--- src/rtl/cpu_pkg.sv ---
// Shared definitions for the 16-bit multi-cycle CPU: the sequencer stage
// encoding, opcode constants and the datapath word width.
package cpu_pkg;

    localparam int STAGE_W = 3;
    localparam int WORD_W  = 16;

    localparam logic [3:0] OP_NOP  = 4'h0;
    localparam logic [3:0] OP_HALT = 4'hF;

    typedef enum logic [STAGE_W-1:0] {
        ST_IDLE      = 3'd0,
        ST_FETCH     = 3'd1,
        ST_DECODE    = 3'd2,
        ST_READ      = 3'd3,
        ST_EXECUTE   = 3'd4,
        ST_WRITEBACK = 3'd5,
        ST_HALT      = 3'd6
    } stage_t;

endpackage

--- src/rtl/key_edge_sync.sv ---
// KEY0 conditioning: two-flop synchronizer followed by an edge register.
// press is a one-cycle pulse on every 1-to-0 transition of the synchronized
// button level. No debounce; all flops preset to 1 (button released).
module key_edge_sync (
    input  logic clock,
    input  logic reset,
    input  logic key_n,
    output logic press
);

    logic sync1_r;
    logic sync2_r;
    logic prev_r;

    // Synchronizer chain plus the previous-value register for edge detection.
    always_ff @(posedge clock) begin
        if (reset) begin
            sync1_r <= 1'b1;
            sync2_r <= 1'b1;
            prev_r  <= 1'b1;
        end else begin
            sync1_r <= key_n;
            sync2_r <= sync1_r;
            prev_r  <= sync2_r;
        end
    end

    assign press = prev_r & ~sync2_r;

endmodule

--- src/rtl/stage_controller.sv ---
// Multi-cycle sequencer: IDLE -> FETCH -> DECODE -> READ -> EXECUTE ->
// WRITEBACK, with free-run or KEY0 single-step, and a sticky HALT state.
// Strobes are registered copies of the next-state decode, so they line up
// exactly with the stage they belong to.
// Optional macro STAGE_CTRL_BREAKPOINT_EN: stop free-run when pc == bp_addr.
module stage_controller
    import cpu_pkg::*;
#(
    parameter logic [3:0] HALT_OP = OP_HALT,
    parameter logic [3:0] NOP_OP  = OP_NOP,
    parameter int         CNT_W   = 16
) (
    input  logic              clock,
    input  logic              reset,
    input  logic              key0_n,
    input  logic              run_mode,
    input  logic [3:0]        codop,
    input  logic [15:0]       pc,
    input  logic [15:0]       bp_addr,
    output logic              fetch_en,
    output logic              pc_inc,
    output logic              decode_en,
    output logic              in_read,
    output logic              alu_en,
    output logic              in_write,
    output logic [2:0]        stage,
    output logic              halted,
    output logic [CNT_W-1:0]  instr_count
);

    stage_t           state_r;
    stage_t           next_s;
    logic [3:0]       op_r;
    logic [CNT_W-1:0] count_r;
    logic             press_s;
    logic             bp_hit_s;

    key_edge_sync u_key (
        .clock (clock),
        .reset (reset),
        .key_n (key0_n),
        .press (press_s)
    );

`ifdef STAGE_CTRL_BREAKPOINT_EN
    assign bp_hit_s = (pc == bp_addr);
`else
    // Breakpoint inputs are intentionally left dangling in this build.
    logic unused_bp_s;
    assign unused_bp_s = ^{pc, bp_addr};
    assign bp_hit_s    = 1'b0;
`endif

    // Next-state logic; a press always starts one instruction, run_mode only
    // when no breakpoint matches. run_mode matters only in IDLE/WRITEBACK.
    always_comb begin
        next_s = state_r;
        case (state_r)
            ST_IDLE: begin
                if (press_s || (run_mode && !bp_hit_s)) begin
                    next_s = ST_FETCH;
                end else begin
                    next_s = ST_IDLE;
                end
            end
            ST_FETCH:   next_s = ST_DECODE;
            ST_DECODE: begin
                if (codop == HALT_OP) begin
                    next_s = ST_HALT;
                end else begin
                    next_s = ST_READ;
                end
            end
            ST_READ:    next_s = ST_EXECUTE;
            ST_EXECUTE: next_s = ST_WRITEBACK;
            ST_WRITEBACK: begin
                if (run_mode && !bp_hit_s) begin
                    next_s = ST_FETCH;
                end else begin
                    next_s = ST_IDLE;
                end
            end
            ST_HALT:    next_s = ST_HALT;
            default:    next_s = ST_IDLE;
        endcase
    end

    // State register; reset aborts any instruction in flight.
    always_ff @(posedge clock) begin
        if (reset) begin
            state_r <= ST_IDLE;
        end else begin
            state_r <= next_s;
        end
    end

    // Opcode latch, captured at the end of DECODE for the writeback decision.
    always_ff @(posedge clock) begin
        if (reset) begin
            op_r <= 4'h0;
        end else if (state_r == ST_DECODE) begin
            op_r <= codop;
        end else begin
            op_r <= op_r;
        end
    end

    // Retired-instruction counter, bumped as WRITEBACK completes (wraps).
    always_ff @(posedge clock) begin
        if (reset) begin
            count_r <= {CNT_W{1'b0}};
        end else if (state_r == ST_WRITEBACK) begin
            count_r <= count_r + {{(CNT_W-1){1'b0}}, 1'b1};
        end else begin
            count_r <= count_r;
        end
    end

    // Registered strobes decoded from the state about to be entered; op_r is
    // already valid whenever WRITEBACK is next (current state is EXECUTE).
    always_ff @(posedge clock) begin
        if (reset) begin
            fetch_en  <= 1'b0;
            pc_inc    <= 1'b0;
            decode_en <= 1'b0;
            in_read   <= 1'b0;
            alu_en    <= 1'b0;
            in_write  <= 1'b0;
            halted    <= 1'b0;
        end else begin
            fetch_en  <= (next_s == ST_FETCH);
            pc_inc    <= (next_s == ST_FETCH);
            decode_en <= (next_s == ST_DECODE);
            in_read   <= (next_s == ST_READ);
            alu_en    <= (next_s == ST_EXECUTE);
            in_write  <= (next_s == ST_WRITEBACK) && (op_r != NOP_OP);
            halted    <= (next_s == ST_HALT);
        end
    end

    assign stage       = state_r;
    assign instr_count = count_r;

endmodule
--- config.mk ---
export PLATFORM = sky130hd
export DESIGN_NAME = stage_controller
export DESIGN_NICKNAME = d
export VERILOG_FILES = /design/src/rtl/cpu_pkg.sv /design/src/rtl/key_edge_sync.sv /design/src/rtl/stage_controller.sv
export SDC_FILE = /design/constraint.sdc
export NUM_CORES = 1
export LEC_CHECK = 0
export ABC_AREA = 1
export CAP_MARGIN = 20
export CELL_PAD_IN_SITES_DETAIL_PLACEMENT = 2
export CELL_PAD_IN_SITES_GLOBAL_PLACEMENT = 2
export CORE_UTILIZATION = 22
export DETAILED_ROUTE_END_ITERATION = 10
export PLACE_DENSITY = 0.91
export SLEW_MARGIN = 0
export SYNTH_ARGS = -nofsm -noshare
export SYNTH_HDL_FRONTEND = slang
export SYNTH_SLANG_ARGS = --single-unit
--- constraint.sdc ---
create_clock -name clock -period 2.3 [get_ports clock]
set_input_delay 0.46 -clock clock [delete_from_list [all_inputs] [get_ports clock]]
set_output_delay 0.46 -clock clock [all_outputs]
set_load 0.01 [all_outputs]
==> reports/summary.txt, run 1 <==
Mapped Area -> 1410 um2
Power Density -> 678 nW/um2
Reg power frac -> 0.459
die width -> 82.0 um
Worst Max-Slew Pin Slew -> 560 ps
Synth Warn # -> 0
drt drc -> 0
setup TNS -> 0 ps
I/O pin count -> 66
combinational fraction of design power -> 0.125
max_slew headroom -> 0.626
fin crit period -> 1980 ps
routed len/inst -> 13.6 um
most frequent cells in the layout -> 46 x nand2_1, 33 x clkdlybuf4s50_1, 32 x dfxtp_1
Yosys reg bits -> 32
Cell variety after synth -> 25
core footprint -> 6060 um2
fill cell count -> 721
die area -> 6730 um2
initial antenna violation count -> 0
ANT nets after route -> 0
final std cells w/o fill -> 309
hold buffers post-CTS -> 0
clk sinks -> 32
CP max stage delay -> 630 ps
CTS tree -> yes
worst skew pair latency -> 280 ps
n_diodes -> 0
Clock Power Share -> 0.416
DR iter-0 viols -> 32
Syn Inst Count -> 196
row count -> 28
worst clock skew -> 4.93 ps
final wirelength -> 4210 um
Max VDD drop -> 0.195 mV
post-CTS sizing -> 0
register cell area after layout -> 641 um2
Initial Utilization -> 0.232
fin. max-slew vios -> 0
Avg Cell Area, Syn -> 7.19 um2
RSZ-0062 raised after global routing -> no
CTS max path bufs -> 2
Root Driver -> clkbuf_8
fin crit share -> 0.860
layout cells sized above 1 -> 0.103
Hold Path Class -> flop to flop
Die Ht -> 82.0 um
DPL Wire Length -> 3090 um
switching share of power -> 0.256
CP startpoint kind -> flop
Final Hold Vio Count -> 0
Worst Path Required -> 1840 ps
arrival time worst endpoint -> 1520 ps
Cell Chain, Critical Path -> clkdlybuf4s50_1
most common cell after layout, fill and taps aside -> nand2_1
Via density -> 4.47
PortBufs -> 33
Tot Pwr -> 1300 uW
Tot GR Track Use -> 0.143
TritonRoute pass-1 iters -> 4
Worst Setup Path Type -> flop to output port
Multi-input gate area -> 624 um2
Finished Core Util -> 0.318
Fmax -> 505 MHz
global placement routability congestion -> 0.713
# Post-CTS Setup Buffers -> 0
H-tree Lvls -> 2
first-pass GRT wire length -> 7040 um
outcome -> finished, final reports clean
clock-pin slew on the worst setup and hold paths -> 70 ps
Switch Pwr -> 333 uW
count of buffer and inverter cells on the critical path -> 1
maxcap violations -> 0
Crit path max-delay family -> buffers and inverters
Int Power -> 971 uW
nets@finish -> 274
grt ovf -> 0
Pleak -> 0.000760 uW
Num CTS Buffers -> 5
CP Capture Type -> output port
Crit Path Max Fanout -> 10
DR vias -> 1381
Area Growth Syn to Fin -> 36.6%
Slowest cell on crit path -> clkdlybuf4s50_1
final setup vio count -> 0
Seq/Total Area, Yosys -> 0.455
largest net degree at the start of global routing -> 18
syn nets -> 237
placed cell count -> 301
vias in the first global route -> 1502
[layout make-up]
class	count	share of cell area
timing repair buffer	35	0.179
tap	75	0.0488
multi-input combinational	130	0.324
sequential	32	0.333
inverter	29	0.0566
clock inverter	3	0.0221
clock buffer	5	0.0358
[per-stage QoR]
step,worst slack (ps),instance area (um2),hold WS [ps]
after global routing,226,1920,426
after floorplan,1030,1410,389
final,322,1920,411
after CTS,294,1920,417
after global placement,611,1810,392
after detailed placement,547,1810,400
[power groups by stage]
| stage | logic (uW) | clock network, uW | registers [uW] |
|---|---|---|---|
| after detailed placement | 166 | 0 | 611 |
| after global routing | 182 | 591 | 601 |
| after floorplan | 92.1 | 0 | 612 |
| final | 164 | 542 | 598 |
| after CTS | 166 | 560 | 599 |
| after global placement | 158 | 0 | 609 |
[metal layers]
metal  wire length, um  track usage  vias to the layer above
met3               113       0.0333                        2
met4                40       0.0579                        0
met1              1840        0.158                      670
met5                 0            0                        -
met2              2220        0.260                       22
li1                  -            -                      687
[state kept, by name, indices dropped and copies added (netlist names)]
register and count:
alu_en 1, u_key.sync1_r 1, instr_count 16, in_read 1
stage 3, decode_en 1, halted 1, u_key.sync2_r 1
in_write 1, pc_inc 1, u_key.prev_r 1, op_r 4
[path summary, 6_finish.rpt]
check | from | endpoint | slack (ps) | depth (start not counted)
max reg2reg | stage[2] | instr_count[6] | 840 | 5
min reg2reg | u_key.sync1_r | u_key.sync2_r | 410 | 1
min | u_key.sync1_r | u_key.sync2_r | 410 | 1
max | stage[2] | stage[2] | 320 | 1
[cells by family after synthesis]
family	after synthesis	synth area share
buffers and inverters	34	0.102
flip-flops	32	0.455
AO/OA/AOI/OAI	24	0.0861
adder cells (fa/ha/maj)	1	0.00888
AND/OR/NAND/NOR	105	0.348
[cell usage after synthesis (all sizes together)]
library cell	n	area [um2]
buf	4	31.3
a21oi	15	75.1
dfxtp	32	641
clkbuf	1	3.75
o21ai	8	40.0
clkinv	1	3.75
or2	3	18.8
ha	1	12.5
nand4	6	37.5
nor3	3	15.0
nor2	32	148
inv	28	105
nor4	2	12.5
a31oi	1	6.26
nand3	10	62.6
nand2	49	196
(Power assumes the default switching activity.)
==> run 2: changes to the inputs <==
GPL_TIMING_DRIVEN = 0   (was default)
==> run 2 against run 1 <==
  * Global-route usage down 0.23 points
  * Non-clock buffer count up 3
  * Clock-buffer cell count up 2
==> reports/summary.txt, run 2 (synthesized netlist as in run 1, its figures left out) <==
outcome -> finished, final reports clean (unchanged)
most common cell after layout, fill and taps aside -> nand2_1 (unchanged)
worst skew pair latency -> 290 ps (was 280 ps)
row count -> 28 (unchanged)
max reg flops -> 16 (unchanged)
setup TNS -> 0 ps (unchanged)
RSZ-0062 raised after global routing -> no (unchanged)
post-route worst setup slack -> 451 ps (was 322 ps)
Int Power -> 922 uW (was 971 uW)
Pleak -> 0.000768 uW (was 0.000760 uW)
ANT nets after route -> 0 (unchanged)
Switch Pwr -> 320 uW (was 333 uW)
switching share of power -> 0.258 (was 0.256)
H-tree Lvls -> 2 (unchanged)
Hold Path Cell Cnt -> 1 (unchanged)
layout cells sized above 1 -> 0.106 (was 0.103)
CP startpoint kind -> flop (unchanged)
reg2reg setup slack -> 890 ps (was 840 ps)
n_diodes -> 0 (unchanged)
Worst Setup SP -> stage[1] (was stage[2])
final setup vio count -> 0 (unchanged)
CP max stage delay -> 600 ps (was 630 ps)
CTS max path bufs -> 2 (unchanged)
fin crit share -> 0.804 (was 0.860)
fill cell count -> 724 (was 721)
clk sinks -> 32 (unchanged)
die area -> 6730 um2 (unchanged)
first-pass GRT wire length -> 7010 um (was 7040 um)
Crit Path Max Fanout -> 6 (was 10)
Num CTS Buffers -> 5 (unchanged)
fin crit period -> 1850 ps (was 1980 ps)
Clock Power Share -> 0.381 (was 0.416)
Fmax -> 541 MHz (was 505 MHz)
# Post-CTS Setup Buffers -> 0 (unchanged)
final wirelength -> 4080 um (was 4210 um)
combinational fraction of design power -> 0.140 (was 0.125)
routed len/inst -> 13.1 um (was 13.6 um)
drt drc -> 0 (unchanged)
CTS tree -> yes (unchanged)
Reg power frac -> 0.480 (was 0.459)
Initial Utilization -> 0.232 (unchanged)
Multi-input gate area -> 624 um2 (unchanged)
largest net degree at the start of global routing -> 11 (was 18)
Tot GR Track Use -> 0.141 (was 0.143)
Crit Reg-Reg Startpoint -> instr_count[1] (was stage[2])
Hold Path Origin -> u_key.sync1_r (unchanged)
count of buffer and inverter cells on the critical path -> 1 (unchanged)
maxcap violations -> 0 (unchanged)
Crit path max-delay family -> buffers and inverters (unchanged)
CP Capture Type -> output port (unchanged)
post-place setup slack -> 397 ps (was 547 ps)
Worst Path Required -> 1840 ps (about the same)
Reg2Reg Depth -> 6 (was 5)
Die Ht -> 82.0 um (unchanged)
die width -> 82.0 um (unchanged)
I/O pin count -> 66 (unchanged)
DR iter-0 viols -> 41 (was 32)
DR vias -> 1397 (was 1381)
Via density -> 4.49 (was 4.47)
Max VDD drop -> 0.233 mV (was 0.195 mV)
cell depth of the worst setup path -> 1 (unchanged)
Root Driver -> clkbuf_8 (unchanged)
nets@finish -> 277 (was 274)
vias in the first global route -> 1484 (was 1502)
Area Growth Syn to Fin -> 36.9% (was 36.6%)
Slowest cell on crit path -> clkdlybuf4s50_1 (unchanged)
worst clock skew -> 5.35 ps (was 4.93 ps)
fin. max-slew vios -> 0 (unchanged)
Cell Chain, Critical Path -> clkdlybuf4s50_1 (unchanged)
register cell area after layout -> 641 um2 (unchanged)
core footprint -> 6060 um2 (unchanged)
arrival time worst endpoint -> 1390 ps (was 1520 ps)
max_slew headroom -> 0.693 (was 0.626)
initial antenna violation count -> 0 (unchanged)
Hold Path Class -> flop to flop (unchanged)
TritonRoute pass-1 iters -> 2 (was 4)
clock-pin slew on the worst setup and hold paths -> 70 ps (about the same)
most frequent cells in the layout -> 46 x nand2_1, 33 x clkdlybuf4s50_1, 32 x dfxtp_1 (unchanged)
post-CTS sizing -> 0 (unchanged)
Worst Setup Path Type -> flop to output port (unchanged)
grt ovf -> 0 (unchanged)
PortBufs -> 33 (unchanged)
DPL Wire Length -> 3100 um (was 3090 um)
Final Hold Vio Count -> 0 (unchanged)
Worst Max-Slew Pin Slew -> 460 ps (was 560 ps)
Power Density -> 644 nW/um2 (was 678 nW/um2)
hold buffers post-CTS -> 0 (unchanged)
global placement routability congestion -> 0.697 (was 0.713)
## run 2: cell count changes in the layout (fill, tap and decap cells not counted), sizes merged
cell,delta
buf,+2
bufinv,-1
clkbuf,+3
clkinv,-1
clkinvlp,-1
## run 2: power by group through the flow
stage | Clock (uW) | Sequential [uW] | Combinational [uW]
after global placement | 0 | 607 | 167
final | 473 | 596 | 173
after CTS | 485 | 596 | 177
after floorplan | 0 | 612 | 92.1
after detailed placement | 0 | 608 | 175
after global routing | 507 | 598 | 193
## run 2: metal layers
metal / global-route usage / up-vias / wire [um]
met3: 0.0344 / 4 / 131
met4: 0.0632 / 0 / 66
met2: 0.244 / 23 / 2080
met5: 0 / - / 0
met1: 0.162 / 677 / 1790
li1: - / 693 / -
## run 2: layout make-up
class / count / area share
Sequential cell: 32 / 0.332
Tap cell: 75 / 0.0486
Inverter: 29 / 0.0564
Clock buffer: 7 / 0.0499
Buffer: 5 / 0.0182
Multi-Input combinational cell: 130 / 0.324
Timing Repair Buffer: 33 / 0.171
## run 2: worst paths after layout
path / endpoint
setup / recovery: stage[1]
hold / removal: u_key.sync2_r
setup reg to reg: instr_count[6]
hold reg to reg: u_key.sync2_r
## run 2: per-stage QoR
| stage | area (um2) | hold WS (ps) | power [uW] | cells | utilization |
|---|---|---|---|---|---|
| floorplan | 1410 | 389 | 704 | 196 | - |
| global placement | 1830 | 394 | 774 | 304 | 0.302 |
| detailed placement | 1830 | 397 | 783 | 304 | 0.302 |
| CTS | 1930 | 412 | 1260 | 311 | 0.318 |
| global route | 1930 | 428 | 1300 | 311 | 0.318 |
| finish | 1930 | 411 | 1240 | 311 | 0.318 |
==> run 3: changes to the inputs <==
CORE_UTILIZATION = 21   (was 22)
PLACE_DENSITY = 0.88   (was 0.91)
clock period = 1.9 ns   (was 2.3 ns; I/O delays follow)
==> run 3 against run 2 <==
  * The run now ends with DRC left
  * Critical path type unchanged
  * Register-to-register slack worse by 460 ps
  * Wire length down 1.5%
  * Power up 19%
  * Cell area down 0.19%
  * Hold slack better by 3.0 ps
  * Non-clock buffer count unchanged
  * Die area up 4.6%
  * Largest cell class unchanged
  * Setup slack worse by 320 ps
  * Sequential share of layout area up 0.065 points
==> reports/summary.txt, run 3 (synthesized netlist as in run 1, its figures left out) <==
outcome -> complete, but fails checks (was finished, final reports clean)
failing checks -> DRC
# Post-CTS Setup Buffers -> 0 (unchanged)
CTS tree -> yes (unchanged)
setup TNS -> 0 ps (unchanged)
Via density -> 4.46 (was 4.49)
initial antenna violation count -> 0 (unchanged)
Tot GR Track Use -> 0.127 (was 0.141)
Reg2Reg Depth -> 6 (unchanged)
DR iter-0 viols -> 49 (was 41)
H-tree Lvls -> 2 (unchanged)
post-route worst setup slack -> 131 ps (was 451 ps)
drt drc -> 4 (was 0)
PortBufs -> 33 (unchanged)
Slowest cell on crit path -> clkdlybuf4s50_1 (unchanged)
Fmax -> 565 MHz
arrival time worst endpoint -> 1390 ps (about the same)
nets@finish -> 277 (unchanged)
post-place setup slack -> 104 ps (was 397 ps)
Hold Path Cell Cnt -> 1 (unchanged)
core footprint -> 6420 um2 (was 6060 um2)
Hold Path Origin -> u_key.sync1_r (unchanged)
fin crit share -> 0.931
hold buffers post-CTS -> 0 (unchanged)
n_diodes -> 0 (unchanged)
DPL Wire Length -> 3100 um (about the same)
RSZ-0062 raised after global routing -> no (unchanged)
Initial Utilization -> 0.219 (was 0.232)
clk sinks -> 32 (unchanged)
max reg flops -> 16 (unchanged)
Hold Path Class -> flop to flop (unchanged)
Reg power frac -> 0.486 (was 0.480)
global placement routability congestion -> 0.685 (was 0.697)
most frequent cells in the layout -> 46 x nand2_1, 33 x clkdlybuf4s50_1, 32 x dfxtp_1 (unchanged)
Die Ht -> 83.9 um (was 82.0 um)
fill cell count -> 766 (was 724)
vias in the first global route -> 1510 (was 1484)
row count -> 29 (was 28)
Crit path max-delay family -> buffers and inverters (unchanged)
routed len/inst -> 12.8 um (was 13.1 um)
fin. max-slew vios -> 0 (unchanged)
maxcap violations -> 0 (unchanged)
final hold slack -> 414 ps (was 411 ps)
die area -> 7040 um2 (was 6730 um2)
Hold EP -> u_key.sync2_r (unchanged)
Worst Setup Path Type -> flop to output port (unchanged)
Num CTS Buffers -> 5 (unchanged)
RR Endpoint -> instr_count[6] (unchanged)
count of buffer and inverter cells on the critical path -> 1 (unchanged)
Int Power -> 1090 uW (was 922 uW)
Crit Path Max Fanout -> 6 (unchanged)
Cell Chain, Critical Path -> clkdlybuf4s50_1 (unchanged)
combinational fraction of design power -> 0.141 (was 0.140)
Clock Power Share -> 0.373 (was 0.381)
reg2reg setup slack -> 430 ps (was 890 ps)
Root Driver -> clkbuf_8 (unchanged)
die width -> 83.9 um (was 82.0 um)
grt ovf -> 0 (unchanged)
Power Density -> 770 nW/um2 (was 644 nW/um2)
final setup vio count -> 0 (unchanged)
Final Hold Vio Count -> 0 (unchanged)
DR vias -> 1402 (was 1397)
clock-pin slew on the worst setup and hold paths -> 70 ps (about the same)
CP max stage delay -> 600 ps (about the same)
CP Capture Type -> output port (unchanged)
max_slew headroom -> 0.677 (was 0.693)
ANT nets after route -> 0 (unchanged)
switching share of power -> 0.265 (was 0.258)
worst clock skew -> 13.3 ps (was 5.35 ps)
I/O pin count -> 66 (unchanged)
Worst Max-Slew Pin Slew -> 484 ps (was 460 ps)
Area Growth Syn to Fin -> 36.7% (was 36.9%)
largest net degree at the start of global routing -> 11 (unchanged)
post-CTS sizing -> 0 (unchanged)
Pleak -> 0.000763 uW (was 0.000768 uW)
first-pass GRT wire length -> 7070 um (was 7010 um)
Switch Pwr -> 393 uW (was 320 uW)
layout cells sized above 1 -> 0.101 (was 0.106)
Crit Reg-Reg Startpoint -> instr_count[1] (unchanged)
CP startpoint kind -> flop (unchanged)
TritonRoute pass-1 iters -> 7 (was 2)
worst skew pair latency -> 290 ps (about the same)
CTS max path bufs -> 2 (unchanged)
most common cell after layout, fill and taps aside -> nand2_1 (unchanged)
fin crit period -> 1770 ps
Worst Path Required -> 1520 ps (was 1840 ps)
final wirelength -> 4010 um (was 4080 um)
Max VDD drop -> 0.204 mV (was 0.233 mV)
## run 3: per-stage QoR
stage | cell area, um2 | utilization | cells | power (uW)
finish | 1930 | 0.300 | 314 | 1480
global route | 1930 | 0.300 | 314 | 1550
CTS | 1930 | 0.300 | 314 | 1510
detailed placement | 1840 | 0.286 | 306 | 947
global placement | 1840 | 0.286 | 306 | 937
floorplan | 1410 | - | 196 | 852
## run 3: worst max path at each step
stage,from,cells past startpoint,to,slack [ps]
2_1_floorplan,instr_count[1],6,instr_count[6],630
3_3_place_gp,reset,5,instr_count[1],150
3_5_place_dp,reset,5,instr_count[1],100
4_1_cts,stage[1],1,stage[1],110
5_1_grt,stage[1],1,stage[1],90
6_report,stage[1],1,stage[1],130
## run 3: metal layers
metal,track usage,vias up,part of all wire
met5,0,-,0
met4,0.0517,0,0.019
met3,0.0307,8,0.031
met2,0.232,22,0.52
met1,0.139,682,0.43
li1,-,690,-
## run 3: area by class of cell
type	instances	area, um2	share of cell area
Sequential cell	32	641	0.333
Tap cell	77	96.3	0.0500
Buffer	5	35.0	0.0182
Clock buffer	8	90.1	0.0468
Inverter	29	109	0.0565
Multi-Input combinational cell	130	624	0.324
Timing Repair Buffer	33	330	0.172
## run 3: power by group through the flow
| stage | Combinational (uW) | Clock (uW) | Sequential (uW) |
|---|---|---|---|
| 2_1_floorplan | 112 | 0 | 741 |
| 3_3_place_gp | 202 | 0 | 735 |
| 3_5_place_dp | 210 | 0 | 737 |
| 4_1_cts | 212 | 575 | 722 |
| 5_1_grt | 231 | 599 | 725 |
| 6_report | 208 | 553 | 721 |
